<file path="config.mk">
export PLATFORM = sky130hd
export DESIGN_NAME = uc_secuenciador
export DESIGN_NICKNAME = d
export VERILOG_FILES = /design/src/rtl/uc_secuenciador.sv
export SDC_FILE = /design/constraint.sdc
export NUM_CORES = 1
export LEC_CHECK = 0
export BUFFER_PORTS_ARGS = -buffer_cell sky130_fd_sc_hd__buf_2
export CAP_MARGIN = 20
export CORE_UTILIZATION = 40
export DETAILED_ROUTE_END_ITERATION = 8
export GPL_TIMING_DRIVEN = 1
export PLACE_DENSITY = 0.79
export SYNTH_ARGS = -nofsm -noshare
export SYNTH_HDL_FRONTEND = slang
export SYNTH_SLANG_ARGS = --single-unit
</file>
<file path="constraint.sdc">
create_clock -name clk -period 2.8 [get_ports clk]
set_input_delay 0.28 -clock clk [delete_from_list [all_inputs] [get_ports clk]]
set_output_delay 0.28 -clock clk [all_outputs]
set_load 0.03 [all_outputs]
</file>
<file path="src/rtl/uc_secuenciador.sv">
// Sequencing control unit: decodes Opcode/z into datapath controls and adds
// run/halt/single-step sequencing plus a multi-cycle WAIT instruction.
module uc_secuenciador #(
  parameter bit AUTO_START = 1'b0
) (
  input  logic       clk,
  input  logic       reset,
  input  logic [5:0] Opcode,
  input  logic       z,
  input  logic       start,
  input  logic       step_mode,
  input  logic       step,
  output logic       s_inc,
  output logic       s_inm,
  output logic       we3,
  output logic       wez,
  output logic [2:0] Op,
  output logic       pc_en,
  output logic       running,
  output logic       halted,
  output logic [1:0] state_dbg
);

  typedef enum logic [1:0] {
    S_IDLE = 2'd0,
    S_RUN  = 2'd1,
    S_WAIT = 2'd2,
    S_HALT = 2'd3
  } state_t;

  state_t     state, state_next;
  logic [2:0] cnt, cnt_next;
  logic       step_q;
  logic       step_rise;
  logic       commit;

  // Pure instruction decode, only applied to the outputs on a commit.
  logic       dec_s_inc, dec_s_inm, dec_we3, dec_wez;
  logic [2:0] dec_op;
  logic       is_wait, is_halt;

  assign step_rise = step & ~step_q;
  assign commit    = ~step_mode | step_rise;
  assign is_wait   = (Opcode[5:3] == 3'b001);
  assign is_halt   = (Opcode == 6'b000111);

  always_comb begin
    dec_s_inc = 1'b1;
    dec_s_inm = 1'b0;
    dec_we3   = 1'b0;
    dec_wez   = 1'b0;
    dec_op    = 3'b000;
    if (Opcode[5]) begin
      dec_op  = Opcode[4:2];
      dec_we3 = 1'b1;
      dec_wez = 1'b1;
    end else begin
      case (Opcode)
        6'b000000: begin
          dec_s_inm = 1'b1;
          dec_we3   = 1'b1;
        end
        6'b000100: dec_s_inc = 1'b0;
        6'b000101: dec_s_inc = ~z;
        6'b000110: dec_s_inc = z;
        default:   dec_s_inc = 1'b1;
      endcase
    end
  end

  always_ff @(posedge clk or negedge reset) begin
    if (!reset) begin
      state  <= S_IDLE;
      cnt    <= 3'd0;
      step_q <= 1'b0;
    end else begin
      state  <= state_next;
      cnt    <= cnt_next;
      step_q <= step;
    end
  end

  always_comb begin
    state_next = state;
    cnt_next   = cnt;
    s_inc      = 1'b1;
    s_inm      = 1'b0;
    we3        = 1'b0;
    wez        = 1'b0;
    Op         = 3'b000;
    pc_en      = 1'b0;
    case (state)
      S_IDLE: begin
        if (AUTO_START || start) state_next = S_RUN;
      end
      S_RUN: begin
        if (commit) begin
          if (is_wait) begin
            cnt_next   = Opcode[2:0];
            state_next = S_WAIT;
          end else if (is_halt) begin
            state_next = S_HALT;
          end else begin
            s_inc = dec_s_inc;
            s_inm = dec_s_inm;
            we3   = dec_we3;
            wez   = dec_wez;
            Op    = dec_op;
            pc_en = 1'b1;
          end
        end
      end
      S_WAIT: begin
        // Counter drains to zero first; the PC advances on the cycle it reads zero.
        if (cnt != 3'd0) begin
          cnt_next = cnt - 3'd1;
        end else begin
          pc_en      = 1'b1;
          state_next = S_RUN;
        end
      end
      S_HALT: state_next = S_HALT;
      default: state_next = S_IDLE;
    endcase
  end

  assign running   = (state == S_RUN) || (state == S_WAIT);
  assign halted    = (state == S_HALT);
  assign state_dbg = state;

endmodule

</file>
---- Yosys cells after proc, flatten, opt, wreduce, memory -nomap -nowiden ----
Index checks and enable logic that the tools add are counted.
W data, S select, Z words.
word-level totals
  output and inout bits ................... 12
  flip-flop bits (word level) ............. 6
  bits of input ports ..................... 12
cells by class
  add/sub/neg operators ................... 1
  bitwise logic cells ..................... 5
  multiplexer cells ....................... 42
  equality and inequality tests ........... 14
  reductions and logical operators ........ 7
operators with widths
  cell                   number
  $mux W1                25
  $eq A6 B3 Y1 const B   4
  $mux W3                8
  $mux W2                5
  $ne A2 B2 Y1 const B   5
  $pmux W2 S4            1
  $reduce_and A4 Y1      2
  $logic_not A6 Y1       1
  $pmux W3 S2            1
  $eq A2 B2 Y1 const B   2
  $eq A3 B1 Y1 const B   1
  $ne A3 B3 Y1 const B   1
  $not A1 Y1             3
  $pmux W1 S3            1
  $reduce_bool A3 Y1     1
  $sub A3 B1 Y3 const B  1
  $eq A2 B1 Y1 const B   1
  $logic_not A2 Y1       1
  $pmux W1 S2            1
  $reduce_bool A2 Y1     1
  $and A1 B1 Y1          1
  $logic_or A1 B1 Y1     1
  $or A1 B1 Y1           1

---- Depth between registers and ports, before layout ----
Gate-level depths: netlist (run 1).
  depth in word-level cells ............... 7
  depth in mapped cells ................... 6
  depth with buffers taken out ............ 6

---- Worst setup path after synthesis (run 1) ----
No wires, ideal clock.
  kind .................................... register to output
  start ................................... register state[0], in the netlist state_dbg[0]
  end ..................................... output port pc_en
  path slack .............................. 600 ps
  arrival time ............................ 1920 ps
  cell stages (with the launch flop) ...... 4
  path buffers ............................ 0
  required time ........................... 2520 ps
  cells stage by stage .................... dfrtp_1 inv_1 ha_1 a21boi_0
between the ends
  longest elaborated chain between the ends .. 2
  elaborated cells on any way between the ends .. 3
  classes of those cells .................. eq/ne: 2; mux: 1
ends and longest elaborated chain
  what                                                 line  source
  from (decl)                                          31    state_t state, state_next;
  from (signal assigned)                               77    state <= state_next;
  $eq A2 B2 Y1 / $eq A2 B1 Y1 (equally long branches)  92    case (state)
  $pmux W1 S2 (*)                                      92
  to (decl)                                            18    output logic pc_en,
Mark *: on every way between the ends. The rest lies on a longest branch, timed or not.

---- Worst setup path in the final report (run 1) ----
  start ................................... register state[1], in the netlist state_dbg[1]
  end ..................................... output port s_inc
between the ends
  longest elaborated chain between the ends .. 2
ends and longest elaborated chain
  what          line  source
  $eq A2 B1 Y1  92
  $mux W1       92
  to (decl)     13    output logic s_inc,
Every way passes these cells.

==> results of run 1 <==
cells by family (layout without fill, tap and decap cells):
logic type	count (synthesis)	in the layout	share of synthesized area, %
and+or+nand+nor	28	28	32.2
muxes	4	4	7.76
DFF	6	6	28.2
adders and majority gates	6	6	14.1
buffers and inverters	8	34	5.65
AOI/OAI and AO/OA	9	9	12.0
where the power goes:
group	internal (mW)	switching, mW
combinational	0.00933	0.0100
clock	0.0482	0.0264
sequential	0.0878	0.000121
state kept, by name, indices dropped and copies added (netlist names):
name       cells
state_dbg      2
cnt            3
step_q         1
cell usage in the layout, fill, tap and decap left out, types with 3 or more instances in the layout:
master,instances
dfrtp_1,6
mux2i_1,3
ha_1,6
clkbuf_4,3
nand2b_1,3
nor2_1,4
nand3_1,3
buf_2,23
inv_1,7
and2_1,3
routing by layer:
metal	global-route usage (%)	vias to the layer above	wire length (microns)
met5	0	-	0
met4	10.3	0	0
met1	19.4	219	483
li1	-	268	-
met3	1.74	0	79
met2	24.6	23	461
worst max-delay path: stages (launching register included):
cell,delay [ns]
dfrtp_1,0.40
inv_1,0.10
ha_1,0.23
and2_4,0.19
nand3_1,0.11
or3_1,0.35
buf_2,0.18
final cells by class:
type                    instances  share of cell area [%]
multi-input cells              47                    50.7
flip-flops and latches          6                    21.7
repair buffers                 24                    18.1
inverters                       7                    3.79
clock buffers                   3                    3.25
well taps                      14                    2.53
worst max path at each step:
stage	start	cells after the start	end	slack [ns]
finish	state_dbg[1]$_DFFE_PN0P_	6	s_inc	0.72
global route	state_dbg[1]$_DFFE_PN0P_	6	s_inc	0.58
CTS	state_dbg[1]$_DFFE_PN0P_	6	s_inc	0.70
detailed placement	state_dbg[1]$_DFFE_PN0P_	6	s_inc	0.97
global placement	state_dbg[1]$_DFFE_PN0P_	6	s_inc	1.01
floorplan	state_dbg[0]$_DFFE_PN0P_	3	pc_en	0.60
timing repair:
action	CTS	global route
hold buffers	1	0
hold endpoints to repair	6	0
buffers inserted	0	0
==> results.cfg, run 1 <==
[run_status]
outcome = completed

[cells_and_area]
multi_input_area_sq_um = 352
final_cells = 101
final_util_pct = 59.2
drive_gt1_share_pct = 32.2
synthToLayoutAreaGrowth_pct = 30.4
fillCellCount = 105
ff_latch_area_sq_um = 150
final_area_sq_um = 693
layout.nets = 107
diodes = 0

[global_route]
grt_overflow = 0
antenna_found_initial = 0
grt_pass1_vias = 411
grt_max_degree = 9
grt_pass1_wl_mm = 1.55
grt.total_usage_pct = 15.5

[clocking]
clock-root-buffer = clkbuf_4
cts_inserted_buffers = 3
post_cts_resized = 0
clkLatencyLatePin_ns = 0.24
cts_tree = yes
clkTransAtPathRegs_ns = 0.04
clock-sinks = 6
cts.path.max_buffers = 2
h-tree-depth = 1

[yosys]
ys_ff_latch = 6
syn-num-nets = 79
synth_area_sq_um = 532
ys_async_sr_fraction_pct = 100
synth_edf_count = 0
synth_area_per_cell_sq_um = 8.72
synth_top_cell_area_share_pct = 28.2
postSynthCellCount = 61
synth.area.top_cells = dfrtp_1 (28%), ha_1 (14%), mux2i_1 (5.6%)
yosys_warnings = 0
synthDistinctLibCells = 28
ys.flop_type = dfrtp_1
yosysSeqAreaShare_pct = 28.2
synth.top_cells.by_count = inv_1 (7), dfrtp_1 (6), ha_1 (6), nor2_1 (4)
synth_largest_area_cell = dfrtp_1
yosysMostFrequentCell = inv_1

[sta]
period_share_pct = 74.3
tightest_slew_ns = 0.271
timing.final.crit_period_ns = 2.08
setup_tns_ns = 0
whs_ns = 0.165
fin_ws_ns = 0.719
finalHoldViolCount = 0
slew_headroom_pct = 81.9
fmax_mhz = 480
fin_skew_ns = 0.00111
finalSetupViolCount = 0
maxSlewViolCount = 0
rsz0062_at_grt = no

[placed_design]
portBuffers = 23
placed_cells = 97
dp_hpwl_microns = 861
gp_congestion = 0.726
placed_area_sq_um = 661
dp_slack_ns = 0.970

[min_path]
worstHoldPathCells = 1
hold_end = step_q$_DFF_PN0_
holdCritStartpoint = step
hp-class = in -> reg

[floorplanning]
fp.dieArea_sq_mm = 0.00148
start_util_pct = 45.4
core_area_sq_mm = 0.00117
die_w_microns = 38.5
placementRows = 12
die_h_microns = 38.5
io_pins = 24

[route]
vias = 510
routed_wl_mm = 1.02
wl_per_cell_microns = 10.1
drtIter0Drc = 8
ant_nets = 0
drc = 0
drt_pre_antenna_iters = 4
via_per_inst = 5.05

[worst_setup_path]
crit_type = reg -> out
cp.required_ns = 2.52
timing.rr.start = state_dbg[0]$_DFFE_PN0P_
reg2reg_to = cnt[1]$_DFFE_PN0P_
critical_path.startpoint_type = flop
rr_worst_depth = 5
critPathCaptureType = output port
cp_max_fo = 6
critical_path_arrival_ns = 1.80
r2r_slack_ns = 1.11

[power_and_ir_drop]
finalPower_mw = 0.182
p_leak_nw = 0.361
max-vdd-ir-drop_mv = 0.183
p_per_area_mw_per_mm2 = 262

[run]
drv_cap = 0
Power figures use the tool's default switching activity.
==> inputs of run 2 (changes only) <==
--- a/config.mk
+++ b/config.mk
@@ -10,7 +10,7 @@
 export CORE_UTILIZATION = 40
 export DETAILED_ROUTE_END_ITERATION = 8
 export GPL_TIMING_DRIVEN = 1
-export PLACE_DENSITY = 0.79
+export PLACE_DENSITY = 0.81
 export SYNTH_ARGS = -nofsm -noshare
 export SYNTH_HDL_FRONTEND = slang
 export SYNTH_SLANG_ARGS = --single-unit
==> constraint.sdc (replaced) <==
create_clock -name clk -period 1.9 [get_ports clk]
set_input_delay 0.19 -clock clk [delete_from_list [all_inputs] [get_ports clk]]
set_output_delay 0.19 -clock clk [all_outputs]
set_load 0.03 [all_outputs]
==> results.cfg, run 2 (synthesized netlist as in run 1, its figures left out) <==
[run_status]
outcome = completed

[clocking]
cts_tree = yes
clkTransAtPathRegs_ns = 0.04
h-tree-depth = 1
clock-root-buffer = clkbuf_4
clock-sinks = 6
cts.path.max_buffers = 2
clkLatencyLatePin_ns = 0.24
cts_inserted_buffers = 3

[floorplanning]
fp.dieArea_sq_mm = 0.00148
start_util_pct = 45.4
placementRows = 12
die_w_microns = 38.5
die_h_microns = 38.5
io_pins = 24
core_area_sq_mm = 0.00117

[global_route]
grt_max_degree = 9
grt_pass1_vias = 395
grt_pass1_wl_mm = 1.61
grt.total_usage_pct = 17.7
grtUsageMet3_pct = 4.07
grtUsageMet2_pct = 28.8
grt_busiest_layer = met2
antenna_found_initial = 0
met1_usage_pct = 18.8
grt_overflow = 0

[worst_setup_path]
critPathBufInv = 2
cp_max_fo = 6
slowest_delay_ns = 0.39
critical_path.startpoint_type = flop
cp_slowest_cell = dfrtp_1
crit_type = reg -> out
critPathCaptureType = output port
critical_path_arrival_ns = 1.66
cp.required_ns = 1.71
cp_cell_sequence = inv_2 > ha_4 > and2_4 > nand3_2 > or3_1 > buf_6
critPathTopFamily = simple AND/OR/NAND/NOR gates

[cells_and_area]
layout.nets = 109
top_register = cnt
synthToLayoutAreaGrowth_pct = 37.6
largest_register_ffs = 3
final_common_cell = buf_2
diodes = 0
drive_gt1_share_pct = 37.1
mostFrequentLayoutCells = buf_2 (22), inv_1 (6), dfrtp_1 (6)

[sta]
slew_headroom_pct = 79.4
fin_ws_ns = 0.0521
fin_skew_ns = 0.0000835
finalSetupViolCount = 0
setup_tns_ns = 0
finalHoldViolCount = 0
rsz0062_at_grt = yes
maxSlewViolCount = 0
tightest_slew_ns = 0.307
fmax_mhz = 541
timing.final.crit_period_ns = 1.85
whs_ns = 0.0849
period_share_pct = 97.3

[power_and_ir_drop]
max-vdd-ir-drop_mv = 0.313
p_leak_nw = 0.373
p_per_area_mw_per_mm2 = 369
finalPower_mw = 0.270

[route]
routed_wl_mm = 1.19
vias = 517
drt_pre_antenna_iters = 4
drtIter0Drc = 15
wl_per_cell_microns = 11.6
ant_nets = 0
via_per_inst = 5.02
drc = 0

[min_path]
hp-class = in -> reg

[placed_design]
gp_congestion = 0.850
dp_hpwl_microns = 889
portBuffers = 23
dp_slack_ns = 0.178

[run]
drv_cap = 0
==> run 2: cell types whose count changed in the layout (fill, tap and decap cells not counted) <==
cell,before,now
nand3_2,0,1
inv_2,0,1
ha_4,0,1
buf_6,0,1
a21boi_1,0,1
a21boi_0,1,0
buf_4,0,2
buf_2,23,22
inv_1,7,6
nand3_1,3,2
ha_1,6,5
==> run 2: final cells by class <==
type / count / area (sq um)
Tap cell: 14 / 17.5
Multi-Input combinational cell: 47 / 369
Fill cell: 106 / 439
Inverter: 7 / 26.3
Timing Repair Buffer: 26 / 146
Clock buffer: 3 / 22.5
Sequential cell: 6 / 150
==> run 2: per-layer routing <==
layer	up-vias	wire length (microns)
met5	-	0
met4	0	0
met3	0	65
met2	22	589
met1	225	540
li1	270	-
==> run 2: per-stage QoR <==
step | std cells | instance area (sq um) | utilization, %
6_report | 103 | 732 | 62.5
5_1_grt | 103 | 732 | 62.5
4_1_cts | 101 | 706 | 60.3
3_5_place_dp | 97 | 661 | 56.4
3_3_place_gp | 97 | 661 | 56.4
2_1_floorplan | 61 | 532 | -
==> run 2: report_power, final <==
group / switching, mW / total, mW / internal, mW
clock: 0.0396 / 0.111 / 0.0710
combinational: 0.0159 / 0.0297 / 0.0138
sequential: 0.000305 / 0.130 / 0.129
total: 0.0558 / 0.270 / 0.214
==> run 2: path summary, 6_finish.rpt <==
path | start | to | slack, ns | cells past startpoint
worst max-delay path | state_dbg[1]$_DFFE_PN0P_ | s_inc | 0.05 | 6
worst min-delay path | step | step_q$_DFF_PN0_ | 0.08 | 1
worst max register to register | state_dbg[0]$_DFFE_PN0P_ | cnt[1]$_DFFE_PN0P_ | 0.15 | 5
worst min register to register | cnt[1]$_DFFE_PN0P_ | cnt[1]$_DFFE_PN0P_ | 0.48 | 1
max in group asynchronous | reset | step_q$_DFF_PN0_ | 1.46 | 2
min in group asynchronous | reset | state_dbg[0]$_DFFE_PN0P_ | 0.31 | 2
==> run 2: repair_timing <==
item | in CTS | in global routing
resized for setup | 3 | 4
cloned | 0 | 0
setup endpoints to repair | 1 | 2
hold endpoints to repair | 6 | 0
setup buffers | 0 | 2
hold buffers | 1 | 0
pin swaps | 0 | 0
==> inputs of run 3 (changes only) <==
--- a/config.mk
+++ b/config.mk
@@ -7,10 +7,12 @@
 export LEC_CHECK = 0
 export BUFFER_PORTS_ARGS = -buffer_cell sky130_fd_sc_hd__buf_2
 export CAP_MARGIN = 20
-export CORE_UTILIZATION = 40
+export CELL_PAD_IN_SITES_DETAIL_PLACEMENT = 1
+export CELL_PAD_IN_SITES_GLOBAL_PLACEMENT = 1
+export CORE_UTILIZATION = 28
 export DETAILED_ROUTE_END_ITERATION = 8
 export GPL_TIMING_DRIVEN = 1
-export PLACE_DENSITY = 0.81
+export PLACE_DENSITY = 0.8
 export SYNTH_ARGS = -nofsm -noshare
 export SYNTH_HDL_FRONTEND = slang
 export SYNTH_SLANG_ARGS = --single-unit
==> constraint.sdc (replaced) <==
create_clock -name clk -period 1.6 [get_ports clk]
set_input_delay 0.16 -clock clk [delete_from_list [all_inputs] [get_ports clk]]
set_output_delay 0.16 -clock clk [all_outputs]
set_load 0.03 [all_outputs]
==> results.cfg, run 3 (synthesized netlist as in run 1, its figures left out) <==
[clocking]
cts_tree = yes
cts_inserted_buffers = 3
clock-root-buffer = clkbuf_4
h-tree-depth = 1
clkLatencyLatePin_ns = 0.26
cts.path.max_buffers = 2
clock-sinks = 6
clkTransAtPathRegs_ns = 0.06

[worst_setup_path]
critPathCapture = s_inc
rr_worst_depth = 7
timing.rr.start = state_dbg[0]$_DFFE_PN0P_
crit_type = reg -> out
reg2reg_to = state_dbg[1]$_DFFE_PN0P_
critical_path_arrival_ns = 1.61
startpoint = state_dbg[1]$_DFFE_PN0P_
critPathCaptureType = output port
cp_max_fo = 2
critical_path.startpoint_type = flop
cp.required_ns = 1.44
r2r_slack_ns = -0.06

[sta]
timing.final.crit_period_ns = 1.77
finalSetupViolCount = 11
whs_ns = 0.0175
finalHoldViolCount = 0
fmax_mhz = 566
maxSlewViolCount = 0
fin_ws_ns = -0.166
tightest_slew_ns = 0.352
rsz0062_at_grt = yes
slew_headroom_pct = 76.4
fin_skew_ns = 0.00660
period_share_pct = 110

[floorplanning]
fp.dieArea_sq_mm = 0.00208
die_w_microns = 45.6
placementRows = 15
start_util_pct = 30.5
die_h_microns = 45.6
io_pins = 24
core_area_sq_mm = 0.00175

[placed_design]
gp_congestion = 0.705
dp_hpwl_mm = 1.24
portBuffers = 23

[cells_and_area]
top_register = cnt
drive_gt1_share_pct = 58.3
diodes = 0
mostFrequentLayoutCells = buf_2 (15), buf_4 (11), inv_1 (5), buf_6 (5), dfrtp_1 (4)
largest_register_ffs = 3
synthToLayoutAreaGrowth_pct = 67.1
final_common_cell = buf_2
fillCellCount = 214
layout.nets = 115

[route]
wl_per_cell_microns = 14.3
vias = 582
ant_nets = 0
drtIter0Drc = 5
drc = 0
drt_pre_antenna_iters = 4
via_per_inst = 4.81
routed_wl_mm = 1.73

[min_path]
hp-class = in -> reg

[global_route]
grt.total_usage_pct = 18.1
grt_pass1_wl_mm = 2.58
grt_pass1_vias = 592
antenna_found_initial = 0
grt_max_degree = 7
grt_overflow = 0

[run]
drv_cap = 0

[power_and_ir_drop]
p_per_area_mw_per_mm2 = 407
p_leak_nw = 0.409
finalPower_mw = 0.362
max-vdd-ir-drop_mv = 0.245

[run_status]
violations = setup timing
outcome = complete, but fails checks
[run 3: changes by cell type in the layout (fill, tap and decap cells not counted), moves of 3 or more]
cell | before | now
buf_6 | 1 | 5
and2_2 | 0 | 3
buf_4 | 2 | 11
and2_1 | 3 | 0
buf_2 | 22 | 15
[run 3: through the flow]
step | instances | TNS [ns] | worst slack (ns) | utilization, % | area (sq um)
2_1_floorplan | 61 | -0.155 | -0.0666 | - | 593
3_3_place_gp | 113 | 0 | 0.0247 | 43.7 | 763
3_5_place_dp | 113 | 0 | 0.0128 | 43.7 | 763
4_1_cts | 120 | -0.834 | -0.161 | 48.8 | 852
5_1_grt | 121 | -1.54 | -0.209 | 50.9 | 888
6_report | 121 | -1.01 | -0.166 | 50.9 | 888
[run 3: cell type report]
class	instances	area, sq um	area share [%]
multi-input combinational	47	428	48.2
timing repair buffer	32	224	25.2
clock buffer	4	26.3	2.96
inverter	7	26.3	2.96
tap	25	31.3	3.52
sequential	6	153	17.2
[run 3: power breakdown]
part	switching (mW)	total (mW)	internal [mW]	leakage (nW)
clock	0.0726	0.168	0.0956	0.0150
sequential	0.000182	0.153	0.153	0.0652
combinational	0.0234	0.0404	0.0170	0.329
total	0.0961	0.362	0.266	0.409
[run 3: worst max-delay path: stages, from the launching register on]
cell	delay (ns)
dfrtp_2	0.41
inv_2	0.08
ha_4	0.12
and2_4	0.14
nand3_2	0.07
or3_4	0.38
buf_6	0.15
[run 3: layer usage]
layer / part of all wire, % / vias to the layer above / wire length, microns / track usage (%)
met5: 0 / - / 0 / 0
met4: 1.7 / 0 / 29 / 9.09
met3: 4.9 / 5 / 85 / 3.97
met2: 50 / 20 / 860 / 30.3
met1: 44 / 273 / 758 / 21.6
li1: - / 284 / - / -
[run 3: worst min path at each step]
stage          startpoint                 end  slack (ns)  cells after the start
2_1_floorplan       reset  cnt[0]$_DFFE_PN0P_       -0.14                      0
3_3_place_gp        reset  cnt[0]$_DFFE_PN0P_      -0.004                      1
3_5_place_dp        reset  cnt[0]$_DFFE_PN0P_      0.0009                      1
4_1_cts              step    step_q$_DFF_PN0_        0.02                      1
5_1_grt              step    step_q$_DFF_PN0_        0.02                      1
6_report             step    step_q$_DFF_PN0_        0.02                      1
[run 3: timing repair]
| item | in CTS | in global routing |
|---|---|---|
| hold buffers | 1 | 0 |
| setup buffers | 3 | 1 |
| pin swaps | 3 | 1 |
| setup endpoints to repair | 7 | 10 |
| hold endpoints to repair | 6 | 0 |
| gates resized for setup | 12 | 9 |
